==> config.mk <==
export PLATFORM = sky130hd
export DESIGN_NAME = csr_exec
export DESIGN_NICKNAME = d
export VERILOG_FILES = /design/src/rtl/csr_exec.sv
export SDC_FILE = /design/constraint.sdc
export NUM_CORES = 1
export LEC_CHECK = 0
export ABC_AREA = 1
export CELL_PAD_IN_SITES_DETAIL_PLACEMENT = 1
export CELL_PAD_IN_SITES_GLOBAL_PLACEMENT = 1
export CORE_MARGIN = 1
export CORE_UTILIZATION = 32
export DETAILED_ROUTE_END_ITERATION = 6
export PLACE_DENSITY = 0.86
export SYNTH_ARGS = -nofsm -noshare
export SYNTH_HDL_FRONTEND = slang
export SYNTH_SLANG_ARGS = --single-unit
==> constraint.sdc <==
create_clock -name clock -period 2.65 [get_ports clock]
set_input_delay 0.3975 -clock clock [delete_from_list [all_inputs] [get_ports clock]]
set_output_delay 0.3975 -clock clock [all_outputs]
set_load 0.1 [all_outputs]
==> src/rtl/csr_exec.sv <==
// CSR instruction sequencer. It takes one Zicsr instruction from the core,
// reads the addressed CSR, optionally writes the modified value back, and
// then returns the old value (or an illegal flag) to the core.
module csr_exec #(
  parameter int unsigned REG_W = 32
) (
  input  logic             clock,
  input  logic             reset,
  // Request channel from decode/execute
  input  logic             req_valid,
  output logic             req_ready,
  input  logic [2:0]       req_funct3,
  input  logic [11:0]      req_addr,
  input  logic [4:0]       req_rs1_idx,
  input  logic [REG_W-1:0] req_rs1_val,
  // Response channel back to the core
  output logic             resp_valid,
  input  logic             resp_ready,
  output logic [REG_W-1:0] resp_rdata,
  output logic             resp_illegal,
  // CSR register file port
  output logic [11:0]      csr_addr,
  output logic             csr_wen,
  output logic [REG_W-1:0] csr_wdata,
  input  logic [REG_W-1:0] csr_rdata
);

  typedef enum logic [1:0] {
    StIdle  = 2'd0,
    StRead  = 2'd1,
    StWrite = 2'd2,
    StResp  = 2'd3
  } state_e;

  state_e state_q, state_d;

  logic [2:0]       funct3_q;
  logic [11:0]      addr_q;
  logic [4:0]       rs1_idx_q;
  logic [REG_W-1:0] rs1_val_q;
  logic [REG_W-1:0] old_q;
  logic             illegal_q;

  logic             accept;
  logic [REG_W-1:0] opnd;
  logic             wr_req;
  logic             illegal;
  logic [REG_W-1:0] wdata;

  assign accept = req_valid && req_ready;

  // Decode of the latched instruction: operand, write need, legality, new value
  always_comb begin
    opnd    = funct3_q[2] ? {{(REG_W-5){1'b0}}, rs1_idx_q} : rs1_val_q;
    // RW/RWI always write; set/clear forms write only with a nonzero source
    wr_req  = (funct3_q[1:0] == 2'b01) || (rs1_idx_q != 5'd0);
    // funct3 000/100 are not CSR ops; writes to 0xC00-0xFFF are read-only
    illegal = (funct3_q[1:0] == 2'b00) || (wr_req && (addr_q[11:10] == 2'b11));
    wdata   = '0;
    unique case (funct3_q[1:0])
      2'b01:   wdata = opnd;
      2'b10:   wdata = old_q | opnd;
      2'b11:   wdata = old_q & ~opnd;
      default: wdata = '0;
    endcase
  end

  // State register and instruction/result capture
  always_ff @(posedge clock) begin
    if (!reset) begin
      state_q   <= StIdle;
      funct3_q  <= '0;
      addr_q    <= '0;
      rs1_idx_q <= '0;
      rs1_val_q <= '0;
      old_q     <= '0;
      illegal_q <= 1'b0;
    end else begin
      state_q <= state_d;
      if (accept) begin
        funct3_q  <= req_funct3;
        addr_q    <= req_addr;
        rs1_idx_q <= req_rs1_idx;
        rs1_val_q <= req_rs1_val;
      end
      if (state_q == StRead) begin
        old_q     <= csr_rdata;
        illegal_q <= illegal;
      end
    end
  end

  // Next-state logic and Moore outputs
  always_comb begin
    state_d      = state_q;
    req_ready    = 1'b0;
    resp_valid   = 1'b0;
    resp_rdata   = '0;
    resp_illegal = 1'b0;
    csr_addr     = '0;
    csr_wen      = 1'b0;
    csr_wdata    = '0;
    unique case (state_q)
      StIdle: begin
        req_ready = 1'b1;
        if (req_valid) begin
          state_d = StRead;
        end
      end
      StRead: begin
        csr_addr = addr_q;
        // Illegal ops still read: CSR reads have no side effects
        state_d  = (illegal || !wr_req) ? StResp : StWrite;
      end
      StWrite: begin
        csr_addr  = addr_q;
        csr_wen   = 1'b1;
        csr_wdata = wdata;
        state_d   = StResp;
      end
      StResp: begin
        resp_valid   = 1'b1;
        resp_illegal = illegal_q;
        resp_rdata   = illegal_q ? '0 : old_q;
        if (resp_ready) begin
          state_d = StIdle;
        end
      end
      default: state_d = StIdle;
    endcase
  end

endmodule
==> summary.md <==
| Metric | Value |
|---|---|
| Outcome | complete, no violations |
| Final setup violation count | 0 |
| Most common cell in the netlist | nor2_1 |
| Worst Hold Path EP | rs1_val_q[5] |
| Fin. max-slew vios | 0 |
| Worst hold slack | 486 ps |
| Setup crit start kind | flip-flop |
| Critical Path RT | 2250 ps |
| Clock skew | 6.01 ps |
| Post-synth EDFFs | 0 |
| Max cap viols | 0 |
| DP HPWL | 12500 um |
| 1st-pass router iterations | 4 |
| Synth area leader | dfxtp_1 |
| Chip Height | 116 um |
| FFs w/ async S/R, synth | 0% |
| Syn_nets | 720 |
| Max_slew headroom | 51.3% |
| Io pins | 168 |
| Post-DR wirelength/cell | 17.8 um |
| DP Area | 7110 sq um |
| CP Data Arrival Time | 2110 ps |
| Number of fill cells | 1470 |
| Via count | 4813 |
| Post-synthesis sequential area ratio | 41.7% |
| Routed Antenna Nets | 0 |
| Worst-path fanout max | 22 |
| Initial Util | 33.0% |
| Syn Area/Cell | 6.65 sq um |
| RSZ-0062 raised after global routing | no |
| Yosys reg bits | 87 |
| Largest net degree at the start of global routing | 48 |
| Full die area | 13500 sq um |
| CP Capture Type | output port |
| Cell Pwr Density | 959 nW/um^2 |
| Grt total ovfl | 0 |
| R2R Setup Slk | 840 ps |
| Horiz. Die Dim | 116 um |
| Post-CTS Setup Bufs | 0 |
| Bufs on Longest Clock Path | 2 |
| Synth area leaders | dfxtp_1, nor2_1, o21ai_0 |
| Ant. Diodes | 0 |
| Core ar. | 12700 sq um |
| Clock root buffer | clkbuf_16 |
| Worst Reg-to-Reg Cells | 7 |
| H-tree depth | 3 |
| DR vias/cell | 5.06 |
| Final Cell Area | 7410 sq um |
| Synth cell types | 24 |
| Reg clk slew, reported paths | 70 ps |
| CTS Buf Count | 9 |
| Ys flop type | dfxtp_1 |
| GP Congestion | 0.828 |
| Clock sink count | 87 |
| Worst slew pin tran | 730 ps |
| Top cells by count, synth | nor2_1, dfxtp_1, o21ai_0 |
| CTS Hold Buffers Added | 0 |
| FP Rows | 41 |
| Min-delay worst type | reg -> reg |
| Number of remaining DRC errors | 0 |
| Cell count after synthesis | 628 |
| Final min period | 2510 ps |
| Fmax | 398 MHz |
| Final period utilization | 94.8% |
| Hold path startpoint | rs1_val_q[5] |
| Hold depth | 2 |
| Final Hold Fails | 0 |
| Mapped Area | 4180 sq um |
| Vias in the first global route | 5096 |
| Clk_lat worst skew | 340 ps |
| CTS resizes | 0 |
| Global Route Usage Sum | 25.8% |
| Max VDD drop | 619 uV |
| Crit Path Category | reg -> out |
| Routed WL | 16900 um |
| Port Buf Inserts | 167 |
| Crit Reg-Reg Endpoint | rs1_val_q[24] |
| Yosys warns | 0 |
| Worst R2R Start | state_q[0] |
| Iter 0 DRT Violations | 252 |
| Yosys top cell area share | 41.7% |
| Fraction of layout cells with a size suffix above 1 | 24.7% |
| Initial antenna violation count | 0 |
| First-pass GRT wire length | 26400 um |
| CTS tree | done |
| LEAKAGE | 2.81 nW |
| Area Overhead vs Synth | 77.4% |
| Total Nets Final | 867 |
[power by group]
part	switching (mW)	leakage [nW]	internal, mW
clock network	0.563	0.127	0.635
registers	0.336	0.719	1.75
logic	2.67	1.96	1.15
total	3.57	2.81	3.54
[cells in the final DEF (no fill, tap or decap), types with 4 or more instances in the layout]
master / count
nor2_1: 124
dfxtp_1: 87
clkdlybuf4s50_1: 86
o21ai_0: 82
buf_12: 79
nand2_1: 71
inv_1: 46
nand3_1: 39
a21oi_1: 33
nor2_2: 21
nor2_4: 19
buf_4: 17
a21oi_2: 15
clkbuf_16: 9
o21ai_1: 6
a31oi_1: 5
inv_2: 4
a22oi_1: 4
nor3_2: 4
nor3_4: 4
[cell families (layout without fill, tap and decap cells)]
| group | after synthesis | after routing | share of synthesized area (%) |
|---|---|---|---|
| AND/OR/NAND/NOR | 283 | 283 | 27.0 |
| adder cells (fa/ha/maj) | 4 | 4 | 1.20 |
| flip-flops | 87 | 87 | 41.7 |
| buffers and inverters | 97 | 249 | 9.92 |
| AO/OA/AOI/OAI | 157 | 157 | 20.1 |
[cell type report]
| type | count | area (sq um) | area share [%] |
|---|---|---|---|
| Clock inverter | 7 | 50.0 | 0.676 |
| Clock buffer | 9 | 225 | 3.04 |
| Multi-Input combinational cell | 444 | 2410 | 32.6 |
| Sequential cell | 87 | 1740 | 23.5 |
| Inverter | 50 | 188 | 2.53 |
| Tap cell | 172 | 215 | 2.91 |
| Timing Repair Buffer | 183 | 2570 | 34.8 |
[state kept, by name, summed over array words and instances, names as in the netlist]
name and flops:
rs1_val_q 32, illegal_q 1, rs1_idx_q 5, state_q 2
old_q 32, funct3_q 3, addr_q 12
[worst max-delay path: stages (launching register included)]
cell and delay (ps):
dfxtp_1 340, buf_4 200, nor2_2 150, nor2_2 90, inv_2 380, nand3_1 170
a21oi_2 240, buf_12 200
[worst max path at each step]
stage                start            end  slack [ps]  cells after the start
2_1_floorplan   state_q[0]   csr_wdata[0]         -10                      4
4_1_cts        funct3_q[1]   csr_wdata[8]          90                      7
3_3_place_gp   funct3_q[1]   csr_wdata[5]         610                      7
6_report       funct3_q[1]  csr_wdata[28]         140                      7
5_1_grt        funct3_q[1]  csr_wdata[30]           4                      7
3_5_place_dp   funct3_q[1]   csr_wdata[8]         470                      7
[per-stage QoR]
stage                     power (mW)  TNS, ps  utilization [%]  worst slack (ps)  cells
after floorplan                 4.63    -26.7                -             -13.3    628
after global placement          5.70        0             56.1               612    936
after detailed placement        5.90        0             56.1               474    936
after CTS                       7.13        0             58.3              90.8    952
after global routing            7.50        0             58.5              4.13    952
final                           7.11        0             58.5               139    952
[routing by layer]
| layer | part of all wire (%) | track usage (%) |
|---|---|---|
| met1 | 40 | 29.5 |
| met2 | 52 | 46.4 |
| met3 | 6.1 | 6.59 |
| met4 | 1.7 | 8.63 |
| met5 | 0 | 0 |
No activity file was read; power rests on OpenSTA's default activity.
